===== src/rtl/regfile_wb_arbiter.sv =====
// Register-file writeback arbiter: round-robin sharing of the single write port
// among NUM_REQ valid/ready requesters, one-stage registered write controls, and a
// 32-entry pending-write scoreboard for read-after-write hazard detection.
// Optional build macro: REGWB_LED_EN adds reg_led_o, the low byte of the last
// enabled write, for board debug.

// Per-requester lane: passes its request through only when granted, so the
// selected request is an OR of all lanes.
module regfile_wb_lane #(
  parameter int REG_W  = 5,
  parameter int DATA_W = 32
) (
  input  logic              sel,
  input  logic [REG_W-1:0]  reg_in,
  input  logic [DATA_W-1:0] data_in,
  output logic [REG_W-1:0]  reg_out,
  output logic [DATA_W-1:0] data_out
);
  assign reg_out  = sel ? reg_in  : '0;
  assign data_out = sel ? data_in : '0;
endmodule

module regfile_wb_arbiter #(
  parameter int NUM_REQ = 3,
  parameter int REG_W   = 5,
  parameter int DATA_W  = 32
) (
  input  logic                      clk,
  input  logic                      rst_n,
  input  logic [NUM_REQ-1:0]        req_valid,
  output logic [NUM_REQ-1:0]        req_ready,
  input  logic [NUM_REQ*REG_W-1:0]  req_reg,
  input  logic [NUM_REQ*DATA_W-1:0] req_data,
  input  logic                      issue_valid,
  input  logic [REG_W-1:0]          issue_reg,
  input  logic [REG_W-1:0]          rs_query,
  input  logic [REG_W-1:0]          rt_query,
  output logic                      hazard_o,
  output logic [31:0]               busy_o,
  output logic                      regwrite_ctrl,
  output logic [REG_W-1:0]          write_register,
  output logic [DATA_W-1:0]         write_data
`ifdef REGWB_LED_EN
  ,
  output logic [7:0]                reg_led_o
`endif
);
  localparam int PTR_W = $clog2(NUM_REQ);
  localparam logic [PTR_W-1:0] LAST = PTR_W'(NUM_REQ - 1);

  logic [PTR_W-1:0]                    ptr;
  logic [PTR_W-1:0]                    gidx;
  logic [PTR_W-1:0]                    cur;
  logic [NUM_REQ-1:0]                  grant;
  logic                                hs;
  logic [NUM_REQ-1:0][REG_W-1:0]       lane_reg;
  logic [NUM_REQ-1:0][DATA_W-1:0]      lane_data;
  logic [REG_W-1:0]                    sel_reg;
  logic [DATA_W-1:0]                   sel_data;
  logic [31:0]                         busy_q;
  logic [31:0]                         busy_d;

  // Round-robin search from the pointer, wrapping; first valid requester wins.
  // Nothing is granted while reset is asserted.
  always_comb begin
    grant = '0;
    gidx  = '0;
    hs    = 1'b0;
    cur   = ptr;
    if (rst_n) begin
      for (int k = 0; k < NUM_REQ; k++) begin
        if (!hs && req_valid[cur]) begin
          grant[cur] = 1'b1;
          gidx       = cur;
          hs         = 1'b1;
        end
        cur = (cur == LAST) ? '0 : cur + 1'b1;
      end
    end
  end

  assign req_ready = grant;

  for (genvar i = 0; i < NUM_REQ; i++) begin : g_lane
    regfile_wb_lane #(.REG_W(REG_W), .DATA_W(DATA_W)) u_lane (
      .sel      (grant[i]),
      .reg_in   (req_reg[i*REG_W +: REG_W]),
      .data_in  (req_data[i*DATA_W +: DATA_W]),
      .reg_out  (lane_reg[i]),
      .data_out (lane_data[i])
    );
  end

  // Grant is one-hot, so OR-ing the masked lanes selects the winner.
  always_comb begin
    sel_reg  = '0;
    sel_data = '0;
    for (int i = 0; i < NUM_REQ; i++) begin
      sel_reg  |= lane_reg[i];
      sel_data |= lane_data[i];
    end
  end

  // Pointer moves to the slot after the winner; holds when nothing completes.
  always_ff @(posedge clk or negedge rst_n) begin
    if (!rst_n)  ptr <= '0;
    else if (hs) ptr <= (gidx == LAST) ? '0 : gidx + 1'b1;
  end

  // Scoreboard next state: clear on writeback, then set on issue so a newer
  // producer of the same register keeps it busy. r0 is never busy.
  always_comb begin
    busy_d = busy_q;
    if (hs && sel_reg != '0)               busy_d[sel_reg]   = 1'b0;
    if (issue_valid && issue_reg != '0)    busy_d[issue_reg] = 1'b1;
    busy_d[0] = 1'b0;
  end

  // Scoreboard register.
  always_ff @(posedge clk or negedge rst_n) begin
    if (!rst_n) busy_q <= '0;
    else        busy_q <= busy_d;
  end

  assign busy_o   = busy_q;
  assign hazard_o = busy_q[rs_query] | busy_q[rt_query];

  // Registered write port; r0 writes are accepted but never enabled.
  always_ff @(posedge clk or negedge rst_n) begin
    if (!rst_n) begin
      regwrite_ctrl  <= 1'b0;
      write_register <= '0;
      write_data     <= '0;
    end else begin
      regwrite_ctrl <= hs && (sel_reg != '0);
      if (hs) begin
        write_register <= sel_reg;
        write_data     <= sel_data;
      end
    end
  end

`ifdef REGWB_LED_EN
  // Debug LEDs capture the low byte of each committed write.
  always_ff @(posedge clk or negedge rst_n) begin
    if (!rst_n)             reg_led_o <= '0;
    else if (regwrite_ctrl) reg_led_o <= write_data[7:0];
  end
`endif

endmodule

===== config.mk =====
export PLATFORM = sky130hd
export DESIGN_NAME = regfile_wb_arbiter
export DESIGN_NICKNAME = d
export VERILOG_FILES = /design/src/rtl/regfile_wb_arbiter.sv
export SDC_FILE = /design/constraint.sdc
export NUM_CORES = 1
export LEC_CHECK = 0
export CORE_ASPECT_RATIO = 1.2
export CORE_MARGIN = 10
export CORE_UTILIZATION = 25
export CTS_CLUSTER_DIAMETER = 80
export CTS_CLUSTER_SIZE = 40
export DETAILED_ROUTE_END_ITERATION = 16
export GPL_TIMING_DRIVEN = 0
export SLEW_MARGIN = 10
export SYNTH_ARGS = -nofsm -noshare
export SYNTH_HDL_FRONTEND = slang
export SYNTH_SLANG_ARGS = --single-unit

===== constraint.sdc =====
create_clock -name clk -period 4.1 [get_ports clk]
set_input_delay 0.82 -clock clk [delete_from_list [all_inputs] [get_ports clk]]
set_output_delay 0.82 -clock clk [all_outputs]
set_load 0.05 [all_outputs]

# After elaboration in Yosys (flattened, before gate mapping)
# Cells that the tools add are included.
dict set report word_totals {
  reg_bits 71
  input_bits 132
  out_inout_bits 74
  elab_cells 93
}
dict set report op_classes {
  addsub 3
  magnitude_cmp 12
  n_eq_ne 3
  muxes 47
  n_bitwise 10
  n_reduce_logical 13
}
# cell n
set ops {}
lappend ops {{$mux 32} 5}
lappend ops {{$or 32x32->32} 3}
lappend ops {{$and 32x32->32} 1}
lappend ops {{$not 32->32} 1}
lappend ops {{$lt 5x6->1 const B} 4}
lappend ops {{$mux 3} 6}
lappend ops {{$mux 1} 16}
lappend ops {{$mux 5} 3}
lappend ops {{$mux 2} 7}
lappend ops {{$bmux 1 s5} 2}
lappend ops {{$demux 1 s5} 2}
lappend ops {{$ge 5x1->1 const B} 2}
lappend ops {{$or 5x5->5} 2}
lappend ops {{$reduce_bool 5->1} 2}
lappend ops {{$logic_and 1x1->1} 9}
lappend ops {{$lt 2x3->1 const B} 3}
lappend ops {{$add 2x1->2 const B} 3}
lappend ops {{$bmux 1 s2} 3}
lappend ops {{$demux 1 s2} 3}
lappend ops {{$eq 2x2->1 const B} 3}
lappend ops {{$ge 2x1->1 const B} 3}
lappend ops {{$or 3x3->3} 2}
lappend ops {{$logic_not 1->1} 2}
lappend ops {{$or 1x1->1} 1}

# Logic depth before layout (Yosys ltp)
dict set report depth {
  word_depth 24
  ltp_mapped 8
  mapped_depth_nobuf 6
}

# By module
# From an unflattened synthesis, not the netlist that was laid out.
dict set report unflattened {
  hier_cells 493
  area_unflattened_um2 4565.6
}
# mod instances cells_each area_per_inst_um2 seq_area_each_um2
set modules_own_cells {}
lappend modules_own_cells {regfile_wb_arbiter 1 373 3687.3 1776.7}
lappend modules_own_cells {regfile_wb_lane 3 40 292.8 0.0}

# Worst setup path before layout
# No wires, ideal clock.
dict set report synth_timing {
  kind {input to output}
  startpoint {input rt_query[0]}
  endpoint {output hazard_o}
  t_arrival_ns 2.829
  setup_slack_ns 0.451
  stages 5
  path_buffers 1
  path_cell_list {clkbuf_1 mux4_2 a221oi_1 a21oi_1 o211ai_1}
}
dict set report synth_between {
  elab_chain_cells 3
}
# element line
set synth_lines {}
lappend synth_lines {{from (decl)} 37} ;# input logic [REG_W-1:0] rt_query,
lappend synth_lines {{$bmux 1 s5} 126} ;# assign hazard_o = busy_q[rs_query] | busy_q[rt_query];
lappend synth_lines {{$mux 1 (not written as such)} 126}
lappend synth_lines {{$or 1x1->1} 126}
lappend synth_lines {{to (decl)} 38} ;# output logic hazard_o,
# No other way between the ends. The select of a mux whose other input is x is not followed.

# Final worst setup path
dict set report layout_timing {
  startpoint {input rst_n}
  endpoint {output req_ready[2]}
}
dict set report layout_between {
  elab_chain_cells 1
}
# element line
set layout_lines {}
lappend layout_lines {{from (decl)} 29} ;# input logic rst_n,
lappend layout_lines {{$mux 3} 70} ;# if (rst_n) begin
lappend layout_lines {{to (decl)} 31} ;# output logic [NUM_REQ-1:0] req_ready,
# No other way between the ends.

==> reports/metrics.sh <==
TIMING.FINAL.CRIT_SHARE=0.9164
FIN_SKEW_NS=0.003282
H_TREE_LEVELS=3
DRT-PASS1-ITER-COUNT=5
DRIVE_GT1_FRAC=0.1016
FINISH.NET_COUNT=759
TRITONCTS_NUM_SINKS=71
FMAX_MHz=266.2
GRT_START_MAX_NET_PINS=44
CP_DATA_REQUIRED_TIME_NS=3.28
WORSTSKEWPAIRLATENCY_NS=0.34
GLOBALROUTEOVERFLOWTOTAL=0
GRT.TOTAL_USAGE=0.1622
HOLD_PATH_CLASS='in -> async'
DIE_W_UM=137.9
STARTPOINT_TO_ENDPOINT_CLASS_OF_THE_CRITICAL_PATH='in -> out'
WIRE_LENGTH_OF_THE_FIRST_GLOBAL_ROUTING_PASS_MM=27.83
CLOCK_POWER_SHARE=0.282
FINALHOLDVIOLCOUNT=0
SYNTHESIS.NETS=548
NUMBER_OF_MAX_SLEW_VIOLATIONS_IN_THE_FINAL_REPORT=0
SYNTHESIS.AREA_UM2=4169
CRITICAL_PATH.MAX_FANOUT=43
GPL.FINAL_WEIGHTED_CONGESTION=0.8612
SYNTH_ENABLE_FLOP_CELLS=0
CTS_SETUP_BUFFERS=0
POWER.LEAKAGE_nW=2.699
DETAILROUTE.VIA_COUNT=4378
FP-ROW-COUNT=51
TIMING_WORST_SLEW_PIN_VALUE_NS=1.125
UTILIZATION_AFTER_LAYOUT=0.4115
NUMPORTBUFFERS=200
AREA_GROWTH_PCT=61.22
ASYNCSETRESETFLOPFRACSYNTH=1.000
P_SWITCHING_mW=0.9462
YOSYSUNIQUECELLTYPES=50
P_INT_mW=1.606
LAYOUT_COMMONEST_CELL='clkdlybuf4s50_1'
GRT_PASS1_VIAS=4794
IO-PIN-COUNT=206
PLACEMENT.CELL_AREA_UM2=6459
FIN_HOLD_WS_NS=0.4208
CTS_TREE='yes'
LAYOUT_SETUP_WS_NS=0.3427
PLACE_WORST_SETUP_SLACK_NS=-0.4127
SETUP_VIOLATIONS=0
POSTCTSHOLDBUFS=0
CAP_VIOLATIONS=0
DRT_ITER0_DRC=360
SYNTH_FLOP_CELL='dfrtp_1'
ROUTE.DETAILED.VIAS_PER_INST=5.200
YOSYS_WARNINGS=0
SWITCHING_SHARE=0.3707
CLKSLEWWORSTSETUPHOLDPATHS_NS=0.05
FINAL_MIN_PERIOD_NS=3.757
CTS-ROOT-BUF='clkbuf_16'
FLOORPLAN_DIE_AREA_UM2=22260
NUMBER_OF_NETS_WITH_ANTENNA_VIOLATIONS_AFTER_ROUTING=0
SYNTH_TOP_CELLS_BY_AREA='dfrtp_1 (43%), mux4_2 (9.2%), a222oi_1 (7.7%), nand2_1 (6.8%), o21ai_0 (4.9%)'
OUTCOME='finished clean'
P_SEQ_FRAC=0.337
SYNTH_SEQUENTIAL_AREA_RATIO=0.4262
VDD_DROP_MAX_mV=0.1511
CLOCK_TREE.BUFFER_DEPTH=2
DRT-TOTAL-WL_MM=18.24
POST_ROUTE_TOTAL_POWER_mW=2.552
INITIAL_UTILIZATION=0.2552
SLEW_HEADROOM=0.2483
INSERTEDDIODECOUNT=0
UNREPAIRED_SETUP_ENDPOINTS_AFTER_GLOBAL_ROUTING='no'
ANTENNA_FOUND_INITIAL=1
ROUTED_WIRELENGTH_NORMALIZED_BY_INSTANCE_COUNT_UM=21.67
SYNTHDOMINANTAREACELLTYPE='dfrtp_1'
DESIGN.CORE.AREA_UM2=16340
POST_ROUTE_CELL_AREA_UM2=6721
DIE_HEIGHT_UM=161.5
POSTSYNTHCELLCOUNT=416
SYN-MEAN-INSTANCE-AREA_UM2=10.02
DETAIL_ROUTE.DRC_VIOLATIONS=0
FINAL.FILL_COUNT=1648
CP.ARRIVAL_NS=2.94
WORSTSETUPSTARTPOINTTYPE='input pin'
CTS_MADE_BUFFERS=9
POWER.SHARE.COMBINATIONAL=0.381
CP-END-KIND='output pin'
SYNTH_TOP_CELL_AREA_SHARE=0.4262
FINAL_CELL_MIX='clkdlybuf4s50_1 (196), nand2_1 (75), dfrtp_1 (71)'
P_PER_AREA_nW_PER_UM2=379.7
YS_FF_LATCH=71
HPWL_MM=15.00
==> kinds of logic (layout without fill, tap and decap cells) <==
logic type,Yosys count,count (layout),synth area share
mux,21,21,0.1020
compound gates,138,138,0.2599
buf+inv,62,276,0.06633
simple gates,123,123,0.1447
flops,71,71,0.4262
other cells,1,1,0.0008995
==> worst max-delay path, cell delays in order <==
cell and delay, ns:
buf_4 0.37, buf_12 0.30, and3_4 0.24, and2_4 0.14
buf_6 0.13, buf_4 0.11, clkdlybuf4s50_1 0.79
==> cells in the mapped netlist (all sizes together), types with 5 or more instances <==
cell type and n:
o41ai 6, clkbuf 27, nor3 7, and2 8
o31ai 10, buf 10, nand2 75, a21oi 5
o21ai 43, mux4 17, o221ai 11, nor2 5
a222oi 32, o211ai 14, nand3 6, inv 25
dfrtp 71
==> path summary, 6_finish.rpt <==
path                                start  cells past startpoint  slack, ns              to
setup / recovery                    rst_n                      7       0.34    req_ready[2]
hold / removal                      rst_n                      1       0.42  write_data[17]
setup reg to reg                   ptr[1]                      7       1.61       busy_o[9]
hold reg to reg            write_data[16]                      2       0.48  write_data[16]
max in group asynchronous           rst_n                      2       3.08      busy_o[16]
min in group clk           write_data[16]                      2       0.48  write_data[16]
==> layout make-up <==
cell class,count,area (um2),area share
Clock buffer,13,260.3,0.03872
Inverter,25,93.84,0.01396
Clock inverter,1,5.005,0.0007446
Tap cell,212,265.3,0.03946
Sequential cell,71,1777,0.2643
Timing Repair Buffer,201,2018,0.3003
Multi-Input combinational cell,283,2121,0.3155
Buffer,36,181.4,0.02699
==> state kept, by name (all words and copies together), names as in the netlist <==
name	count
ptr	2
busy_o	31
write_data	32
regwrite_ctrl	1
write_register	5
==> repair_timing <==
item | in CTS | in global routing
pin swaps | 0 | 0
resized for setup | 4 | 3
endpoints found under the hold margin | 0 | 0
setup endpoints to repair | 3 | 3
==> per-stage QoR <==
stage / setup TNS (ns) / std cells
after floorplan: 0 / 416
after global placement: -146.15 / 828
after detailed placement: -0.6431 / 829
after CTS: 0 / 843
after global routing: 0 / 842
final: 0 / 842
==> power groups by stage <==
stage / registers [mW] / logic [mW] / clock network (mW)
2_1_floorplan: 1.13 / 0.278 / 0
3_3_place_gp: 0.866 / 0.972 / 0
3_5_place_dp: 0.869 / 0.983 / 0
4_1_cts: 0.859 / 0.982 / 0.733
5_1_grt: 0.869 / 1.03 / 0.765
6_report: 0.859 / 0.973 / 0.720
==> metal layers <==
layer  part of all wire  track usage  vias up
li1                   -            -     2024
met1               0.36       0.1718     2088
met2               0.50       0.2745      245
met3               0.13      0.07728       19
met4              0.013      0.05366        2
met5            0.00077            0        -
(Power assumes the default switching activity.)
